### src/rtl/arm7tdmi_mmu_arbiter_if.sv
// CPU-side bus bundle between the I/D requesters, the arbiter and the MMU cpu_* port.
// The slave modport is the arbiter's view; master is the requesters'/MMU's view.
interface arm7tdmi_mmu_arbiter_if #(
   parameter int ADDR_WIDTH = 32
);
   logic                  i_req;
   logic [ADDR_WIDTH-1:0] i_vaddr;
   logic [31:0]           i_rdata;
   logic                  i_ready;
   logic                  i_abort;

   logic                  d_req;
   logic                  d_write;
   logic [1:0]            d_size;
   logic [ADDR_WIDTH-1:0] d_vaddr;
   logic [31:0]           d_wdata;
   logic [31:0]           d_rdata;
   logic                  d_ready;
   logic                  d_abort;

   logic                  m_req;
   logic                  m_write;
   logic [1:0]            m_size;
   logic [ADDR_WIDTH-1:0] m_vaddr;
   logic [31:0]           m_wdata;
   logic [31:0]           m_rdata;
   logic                  m_ready;
   logic                  m_abort;

   modport slave (
      input  i_req, i_vaddr,
      output i_rdata, i_ready, i_abort,
      input  d_req, d_write, d_size, d_vaddr, d_wdata,
      output d_rdata, d_ready, d_abort,
      output m_req, m_write, m_size, m_vaddr, m_wdata,
      input  m_rdata, m_ready, m_abort
   );

   modport master (
      output i_req, i_vaddr,
      input  i_rdata, i_ready, i_abort,
      output d_req, d_write, d_size, d_vaddr, d_wdata,
      input  d_rdata, d_ready, d_abort,
      input  m_req, m_write, m_size, m_vaddr, m_wdata,
      output m_rdata, m_ready, m_abort
   );
endinterface

### src/rtl/arm7tdmi_mmu_arbiter.sv
// Shares the MMU CPU port between I-fetch and data requesters and sequences TLB flush-all.
// Optional macro ARB_STATS_EN adds grant/abort statistics counters.
module arm7tdmi_mmu_arbiter #(
   parameter int ADDR_WIDTH   = 32,
   parameter int STARVE_LIMIT = 4
) (
   input  logic                        clk,
   input  logic                        rst_n,
   arm7tdmi_mmu_arbiter_if.slave       bus,
   input  logic                        flush_req,
   output logic                        flush_ack,
   output logic                        tlb_flush_all,
   output logic                        arb_busy
`ifdef ARB_STATS_EN
   ,
   output logic [31:0]                 stat_i_grants,
   output logic [31:0]                 stat_d_grants,
   output logic [31:0]                 stat_aborts
`endif
);

   localparam int CNT_W = $clog2(STARVE_LIMIT + 1);
   localparam logic [CNT_W-1:0] STARVE_MAX = CNT_W'(STARVE_LIMIT);

   localparam logic [1:0] IDLE    = 2'd0;
   localparam logic [1:0] GRANT_I = 2'd1;
   localparam logic [1:0] GRANT_D = 2'd2;
   localparam logic [1:0] FLUSH   = 2'd3;

   logic [1:0]       state;
   logic [1:0]       state_nxt;
   logic [CNT_W-1:0] starve_cnt;
   logic [CNT_W-1:0] starve_nxt;
   logic             grant_i;
   logic             grant_d;
   logic             done;

   assign grant_i = (state == GRANT_I);
   assign grant_d = (state == GRANT_D);
   assign done    = bus.m_ready | bus.m_abort;

   always_comb begin
      state_nxt = state;
      case (state)
         IDLE: begin
            if (flush_req)
               state_nxt = FLUSH;
            else if (bus.i_req && (starve_cnt == STARVE_MAX))
               state_nxt = GRANT_I;
            else if (bus.d_req)
               state_nxt = GRANT_D;
            else if (bus.i_req)
               state_nxt = GRANT_I;
         end
         GRANT_I, GRANT_D: begin
            if (done)
               state_nxt = IDLE;
         end
         default: state_nxt = IDLE;
      endcase
   end

   // Counter only moves on the IDLE->GRANT decision; a flush leaves it untouched.
   always_comb begin
      starve_nxt = starve_cnt;
      if ((state == IDLE) && ((state_nxt == GRANT_I) || (state_nxt == GRANT_D))) begin
         if ((state_nxt == GRANT_D) && bus.i_req)
            starve_nxt = (starve_cnt == STARVE_MAX) ? starve_cnt : starve_cnt + 1'b1;
         else
            starve_nxt = '0;
      end
   end

   always_ff @(posedge clk or negedge rst_n) begin
      if (!rst_n) begin
         state      <= IDLE;
         starve_cnt <= '0;
      end else begin
         state      <= state_nxt;
         starve_cnt <= starve_nxt;
      end
   end

   assign bus.m_req   = grant_i | grant_d;
   assign bus.m_write = grant_d & bus.d_write;
   assign bus.m_size  = grant_i ? 2'b10 : (grant_d ? bus.d_size : 2'b00);
   assign bus.m_vaddr = grant_i ? bus.i_vaddr : (grant_d ? bus.d_vaddr : '0);
   assign bus.m_wdata = grant_d ? bus.d_wdata : '0;

   assign bus.i_ready = grant_i & bus.m_ready & ~bus.m_abort;
   assign bus.i_abort = grant_i & bus.m_abort;
   assign bus.i_rdata = (grant_i & done) ? bus.m_rdata : '0;

   assign bus.d_ready = grant_d & bus.m_ready & ~bus.m_abort;
   assign bus.d_abort = grant_d & bus.m_abort;
   assign bus.d_rdata = (grant_d & done) ? bus.m_rdata : '0;

   assign tlb_flush_all = (state == FLUSH);
   assign flush_ack     = (state == FLUSH);
   assign arb_busy      = (state != IDLE);

`ifdef ARB_STATS_EN
   always_ff @(posedge clk or negedge rst_n) begin
      if (!rst_n) begin
         stat_i_grants <= '0;
         stat_d_grants <= '0;
         stat_aborts   <= '0;
      end else begin
         if ((state == IDLE) && (state_nxt == GRANT_I))
            stat_i_grants <= stat_i_grants + 32'd1;
         if ((state == IDLE) && (state_nxt == GRANT_D))
            stat_d_grants <= stat_d_grants + 32'd1;
         if ((grant_i | grant_d) && bus.m_abort)
            stat_aborts <= stat_aborts + 32'd1;
      end
   end
`endif

endmodule

### src/flat_wrapper.sv
// flat-port wrapper written by rule: the top's interface ports become plain ports
module arm7tdmi_mmu_arbiter_flat 
#(
   parameter int ADDR_WIDTH   = 32,
   parameter int STARVE_LIMIT = 4
)
  (clk, rst_n, flush_req, flush_ack, tlb_flush_all, arb_busy, bus_i_req, bus_i_vaddr, bus_i_rdata, bus_i_ready, bus_i_abort, bus_d_req, bus_d_write, bus_d_size, bus_d_vaddr, bus_d_wdata, bus_d_rdata, bus_d_ready, bus_d_abort, bus_m_req, bus_m_write, bus_m_size, bus_m_vaddr, bus_m_wdata, bus_m_rdata, bus_m_ready, bus_m_abort);
  arm7tdmi_mmu_arbiter_if #(.ADDR_WIDTH(ADDR_WIDTH)) bus_i ();
  input  logic clk;
  input  logic rst_n;
  input  logic flush_req;
  output logic flush_ack;
  output logic tlb_flush_all;
  output logic arb_busy;
  input wire logic [$bits(bus_i.i_req)-1:0] bus_i_req;
  input wire logic [$bits(bus_i.i_vaddr)-1:0] bus_i_vaddr;
  output wire logic [$bits(bus_i.i_rdata)-1:0] bus_i_rdata;
  output wire logic [$bits(bus_i.i_ready)-1:0] bus_i_ready;
  output wire logic [$bits(bus_i.i_abort)-1:0] bus_i_abort;
  input wire logic [$bits(bus_i.d_req)-1:0] bus_d_req;
  input wire logic [$bits(bus_i.d_write)-1:0] bus_d_write;
  input wire logic [$bits(bus_i.d_size)-1:0] bus_d_size;
  input wire logic [$bits(bus_i.d_vaddr)-1:0] bus_d_vaddr;
  input wire logic [$bits(bus_i.d_wdata)-1:0] bus_d_wdata;
  output wire logic [$bits(bus_i.d_rdata)-1:0] bus_d_rdata;
  output wire logic [$bits(bus_i.d_ready)-1:0] bus_d_ready;
  output wire logic [$bits(bus_i.d_abort)-1:0] bus_d_abort;
  output wire logic [$bits(bus_i.m_req)-1:0] bus_m_req;
  output wire logic [$bits(bus_i.m_write)-1:0] bus_m_write;
  output wire logic [$bits(bus_i.m_size)-1:0] bus_m_size;
  output wire logic [$bits(bus_i.m_vaddr)-1:0] bus_m_vaddr;
  output wire logic [$bits(bus_i.m_wdata)-1:0] bus_m_wdata;
  input wire logic [$bits(bus_i.m_rdata)-1:0] bus_m_rdata;
  input wire logic [$bits(bus_i.m_ready)-1:0] bus_m_ready;
  input wire logic [$bits(bus_i.m_abort)-1:0] bus_m_abort;
  assign bus_i.i_req = bus_i_req;
  assign bus_i.i_vaddr = bus_i_vaddr;
  assign bus_i_rdata = bus_i.i_rdata;
  assign bus_i_ready = bus_i.i_ready;
  assign bus_i_abort = bus_i.i_abort;
  assign bus_i.d_req = bus_d_req;
  assign bus_i.d_write = bus_d_write;
  assign bus_i.d_size = bus_d_size;
  assign bus_i.d_vaddr = bus_d_vaddr;
  assign bus_i.d_wdata = bus_d_wdata;
  assign bus_d_rdata = bus_i.d_rdata;
  assign bus_d_ready = bus_i.d_ready;
  assign bus_d_abort = bus_i.d_abort;
  assign bus_m_req = bus_i.m_req;
  assign bus_m_write = bus_i.m_write;
  assign bus_m_size = bus_i.m_size;
  assign bus_m_vaddr = bus_i.m_vaddr;
  assign bus_m_wdata = bus_i.m_wdata;
  assign bus_i.m_rdata = bus_m_rdata;
  assign bus_i.m_ready = bus_m_ready;
  assign bus_i.m_abort = bus_m_abort;
  arm7tdmi_mmu_arbiter #(.ADDR_WIDTH(ADDR_WIDTH), .STARVE_LIMIT(STARVE_LIMIT)) u_core (.clk(clk), .rst_n(rst_n), .bus(bus_i), .flush_req(flush_req), .flush_ack(flush_ack), .tlb_flush_all(tlb_flush_all), .arb_busy(arb_busy));
endmodule
### config.mk
export PLATFORM = sky130hd
export DESIGN_NAME = arm7tdmi_mmu_arbiter_flat
export DESIGN_NICKNAME = d
export VERILOG_FILES = /design/src/rtl/arm7tdmi_mmu_arbiter_if.sv /design/src/rtl/arm7tdmi_mmu_arbiter.sv /design/src/flat_wrapper.sv
export SDC_FILE = /design/constraint.sdc
export NUM_CORES = 1
export LEC_CHECK = 0
export BUFFER_PORTS_ARGS = -buffer_cell sky130_fd_sc_hd__buf_2
export CAP_MARGIN = 10
export CORE_AREA = 2 2 107 109
export DETAILED_ROUTE_END_ITERATION = 16
export DIE_AREA = 0 0 109 111
export GPL_ROUTABILITY_DRIVEN = 0
export SETUP_SLACK_MARGIN = 0.15
export SLEW_MARGIN = 10
export SYNTH_ARGS = -nofsm -noshare
export SYNTH_HDL_FRONTEND = slang
export SYNTH_SLANG_ARGS = --single-unit
### constraint.sdc
create_clock -name clk -period 4.8 [get_ports clk]
set_input_delay 1.44 -clock clk [delete_from_list [all_inputs] [get_ports clk]]
set_output_delay 1.44 -clock clk [all_outputs]
set_load 0.005 [all_outputs]
==> impl_metrics.sql <==
INSERT INTO impl_metrics (metric_group, metric, value, unit) VALUES
('sta', 'layout_min_cycle_time', '4.09', 'ns'),
('logic_synthesis', 'synth_area', '1470', 'um^2'),
('power_and_ir_drop', 'clock_power_share', '0.113', ''),
('power_and_ir_drop', 'combPwrFrac', '0.832', ''),
('global_routing', 'grt_start_max_net_pins', '40', ''),
('setup_path', 'reg2reg_depth', '9', ''),
('logic_synthesis', 'synth.top_cell.area_share', '0.421', ''),
('setup_path', 'critical_path.reg2reg.endpoint', 'u_core.starve_cnt[0]', ''),
('clock_network', 'clkLatencyLatePin', '0.22', 'ns'),
('power_and_ir_drop', 'switchingPower', '527', 'uW'),
('layout', 'drive_above_1_share', '0.623', ''),
('place', 'hpwl', '6.34', 'mm'),
('place', 'dp_worst_setup_slack', '0.713', 'ns'),
('floorplan', 'initial_utilization', '0.133', ''),
('run', 'max_cap_violations', '0', ''),
('power_and_ir_drop', 'p_seq_frac', '0.056', ''),
('power_and_ir_drop', 'internal-power', '668', 'uW'),
('setup_path', 'worst-endpoint-required', '3.36', 'ns'),
('logic_synthesis', 'synth_seq_cells', '5', ''),
('layout', 'stdcell_area', '3030', 'um^2'),
('sta', 'timing.final.ws_setup', '0.706', 'ns'),
('floorplan', 'core_area', '11100', 'um^2'),
('setup_path', 'rr_startpoint', 'u_core.state[0]', ''),
('sta', 'unrepaired_setup_endpoints_after_global_routing', 'no', ''),
('layout', 'area_delta_synth_final', '106', '%'),
('hold_path', 'hold_class', 'register to register', ''),
('global_routing', 'grt_pass1_wl', '10.2', 'mm'),
('setup_path', 'worstSetupEndpointType', 'output pin', ''),
('power_and_ir_drop', 'post-layout-total-power', '1190', 'uW'),
('place', 'place_area', '2950', 'um^2'),
('power_and_ir_drop', 'power.share.switching', '0.441', ''),
('logic_synthesis', 'synthCells', '200', ''),
('logic_synthesis', 'yosysWarningCount', '0', ''),
('power_and_ir_drop', 'power.leakage', '0.00195', 'uW'),
('sta', 'max_slew_headroom_at_the_worst_pin', '0.417', ''),
('logic_synthesis', 'post-synth-top-area-cell', 'sky130_fd_sc_hd__and2_1', ''),
('floorplan', 'die_h', '111', 'um'),
('clock_network', 'cts_tree', 'built', ''),
('clock_network', 'cts_max_level', '1', ''),
('setup_path', 'crit_path_max_fanout', '32', ''),
('setup_path', 'critPathKind', 'primary input to output pin', ''),
('clock_network', 'clk_transition_reported_paths', '0.03', 'ns'),
('power_and_ir_drop', 'power.ir.vdd_worst', '0.201', 'mV'),
('layout', 'mostFrequentLayoutCells', 'sky130_fd_sc_hd__buf_2, sky130_fd_sc_hd__and2_1, sky130_fd_sc_hd__a22o_1', ''),
('global_routing', 'antenna_found_initial', '0', ''),
('route', 'detail_route.iter0.violations', '102', ''),
('hold_path', 'worst_hold_startpoint', 'u_core.starve_cnt[1]', ''),
('layout', 'fin_util', '0.274', ''),
('sta', 'report.final.setup_viol', '0', ''),
('run_status', 'status', 'finished, final reports clean', ''),
('route', 'number_of_remaining_drc_errors', '0', ''),
('logic_synthesis', 'post_synth_num_cell_types', '31', ''),
('sta', 'clock.fmax', '244', 'MHz'),
('route', 'final_antenna_violating_net_count', '0', ''),
('sta', 'setup-tns-final', '0', 'ns'),
('global_routing', 'groute.usage.overall', '0.106', ''),
('sta', 'report.final.slew_viol_count', '0', ''),
('route', 'dr_total_vias', '2290', ''),
('setup_path', 'r2r_setup_slack', '2.24', 'ns'),
('layout', 'final_nets', '610', ''),
('logic_synthesis', 'syn-mean-instance-area', '7.35', 'um^2'),
('clock_network', 'cts_stage_hold_buffer_count', '0', ''),
('sta', 'finalCritPeriodShare', '0.853', ''),
('hold_path', 'worst_min_delay_path_endpoint', 'u_core.starve_cnt[1]', ''),
('layout', 'layout_commonest_cell', 'sky130_fd_sc_hd__buf_2', ''),
('power_and_ir_drop', 'power_per_cell_area', '394', 'nW/um^2'),
('sta', 'final_hold_viol_count', '0', ''),
('setup_path', 'start_kind', 'primary input', ''),
('clock_network', 'max-clock-path-buffers', '2', ''),
('sta', 'worst_slew_pin_slew', '0.875', 'ns'),
('sta', 'maximum_clock_skew_at_final_layout', '0.000228', 'ns');
[per-layer routing]
layer,part of all wire,track usage
met4,0.0028,0.00598
met2,0.47,0.183
met5,0,0
met1,0.45,0.142
met3,0.081,0.0188
[stage by stage]
stage / hold slack (ns) / instances
2_1_floorplan: 0.492 / 200
3_3_place_gp: 0.528 / 603
3_5_place_dp: 0.516 / 603
4_1_cts: 0.531 / 607
5_1_grt: 0.580 / 607
6_report: 0.534 / 607
[area by class of cell]
| class | count | area [um^2] |
|---|---|---|
| sequential | 5 | 125 |
| timing repair buffer | 279 | 1400 |
| clock buffer | 4 | 78.8 |
| tap | 143 | 179 |
| inverter | 7 | 26.3 |
| fill | 1247 | 8050 |
| multi-input combinational | 169 | 1220 |
[power by group through the flow]
stage	clock, uW	combinational (uW)	sequential [uW]
5_1_grt	142	1100	68.6
4_1_cts	138	1010	66.8
6_report	135	994	66.3
3_5_place_dp	0	1000	67.2
3_3_place_gp	0	1010	67.3
2_1_floorplan	0	583	64.6
[state kept, by name, indices dropped and copies added (netlist names)]
name and count:
u_core.state 2, u_core.starve_cnt 3
[worst max path at each step]
stage | startpoint | end | slack (ns) | depth (start not counted)
2_1_floorplan | bus_m_abort | bus_i_rdata[10] | 1.41 | 3
3_3_place_gp | bus_m_abort | bus_d_rdata[4] | 0.71 | 4
4_1_cts | bus_m_abort | bus_d_rdata[23] | 0.71 | 4
3_5_place_dp | bus_m_abort | bus_d_rdata[27] | 0.71 | 4
5_1_grt | bus_m_abort | bus_d_rdata[3] | 0.56 | 4
6_report | bus_m_abort | bus_d_rdata[30] | 0.71 | 4
[synth_stat cells, drive strengths merged]
| cell type | count |
|---|---|
| a21o | 1 |
| a21oi | 4 |
| a22o | 33 |
| a31o | 1 |
| and2 | 100 |
| and2b | 1 |
| and3b | 2 |
| buf | 10 |
| clkbuf | 9 |
| dfrtp | 5 |
| ha | 7 |
| inv | 7 |
| mux2 | 1 |
| nand2 | 3 |
| nand2b | 2 |
| nor2 | 1 |
| nor2b | 2 |
| nor3b | 1 |
| nor4 | 1 |
| o21a | 3 |
| o21ai | 2 |
| o221ai | 1 |
| o22a | 1 |
| o22ai | 1 |
| o31ai | 1 |
[kinds of logic after synthesis]
| logic type | Yosys count | synth area share |
|---|---|---|
| AND/OR/NAND/NOR | 113 | 0.491 |
| buffers and inverters | 26 | 0.0885 |
| flip-flops | 5 | 0.0851 |
| AO/OA/AOI/OAI | 48 | 0.266 |
| multiplexers | 1 | 0.0102 |
| adder cells (fa/ha/maj) | 7 | 0.0596 |
[worst max-delay path: stages]
cell                     delay, ns
sky130_fd_sc_hd__buf_2        0.15
sky130_fd_sc_hd__o21a_1       0.72
sky130_fd_sc_hd__and2_1       0.23
sky130_fd_sc_hd__buf_2        0.11
(Power assumes the default switching activity.)
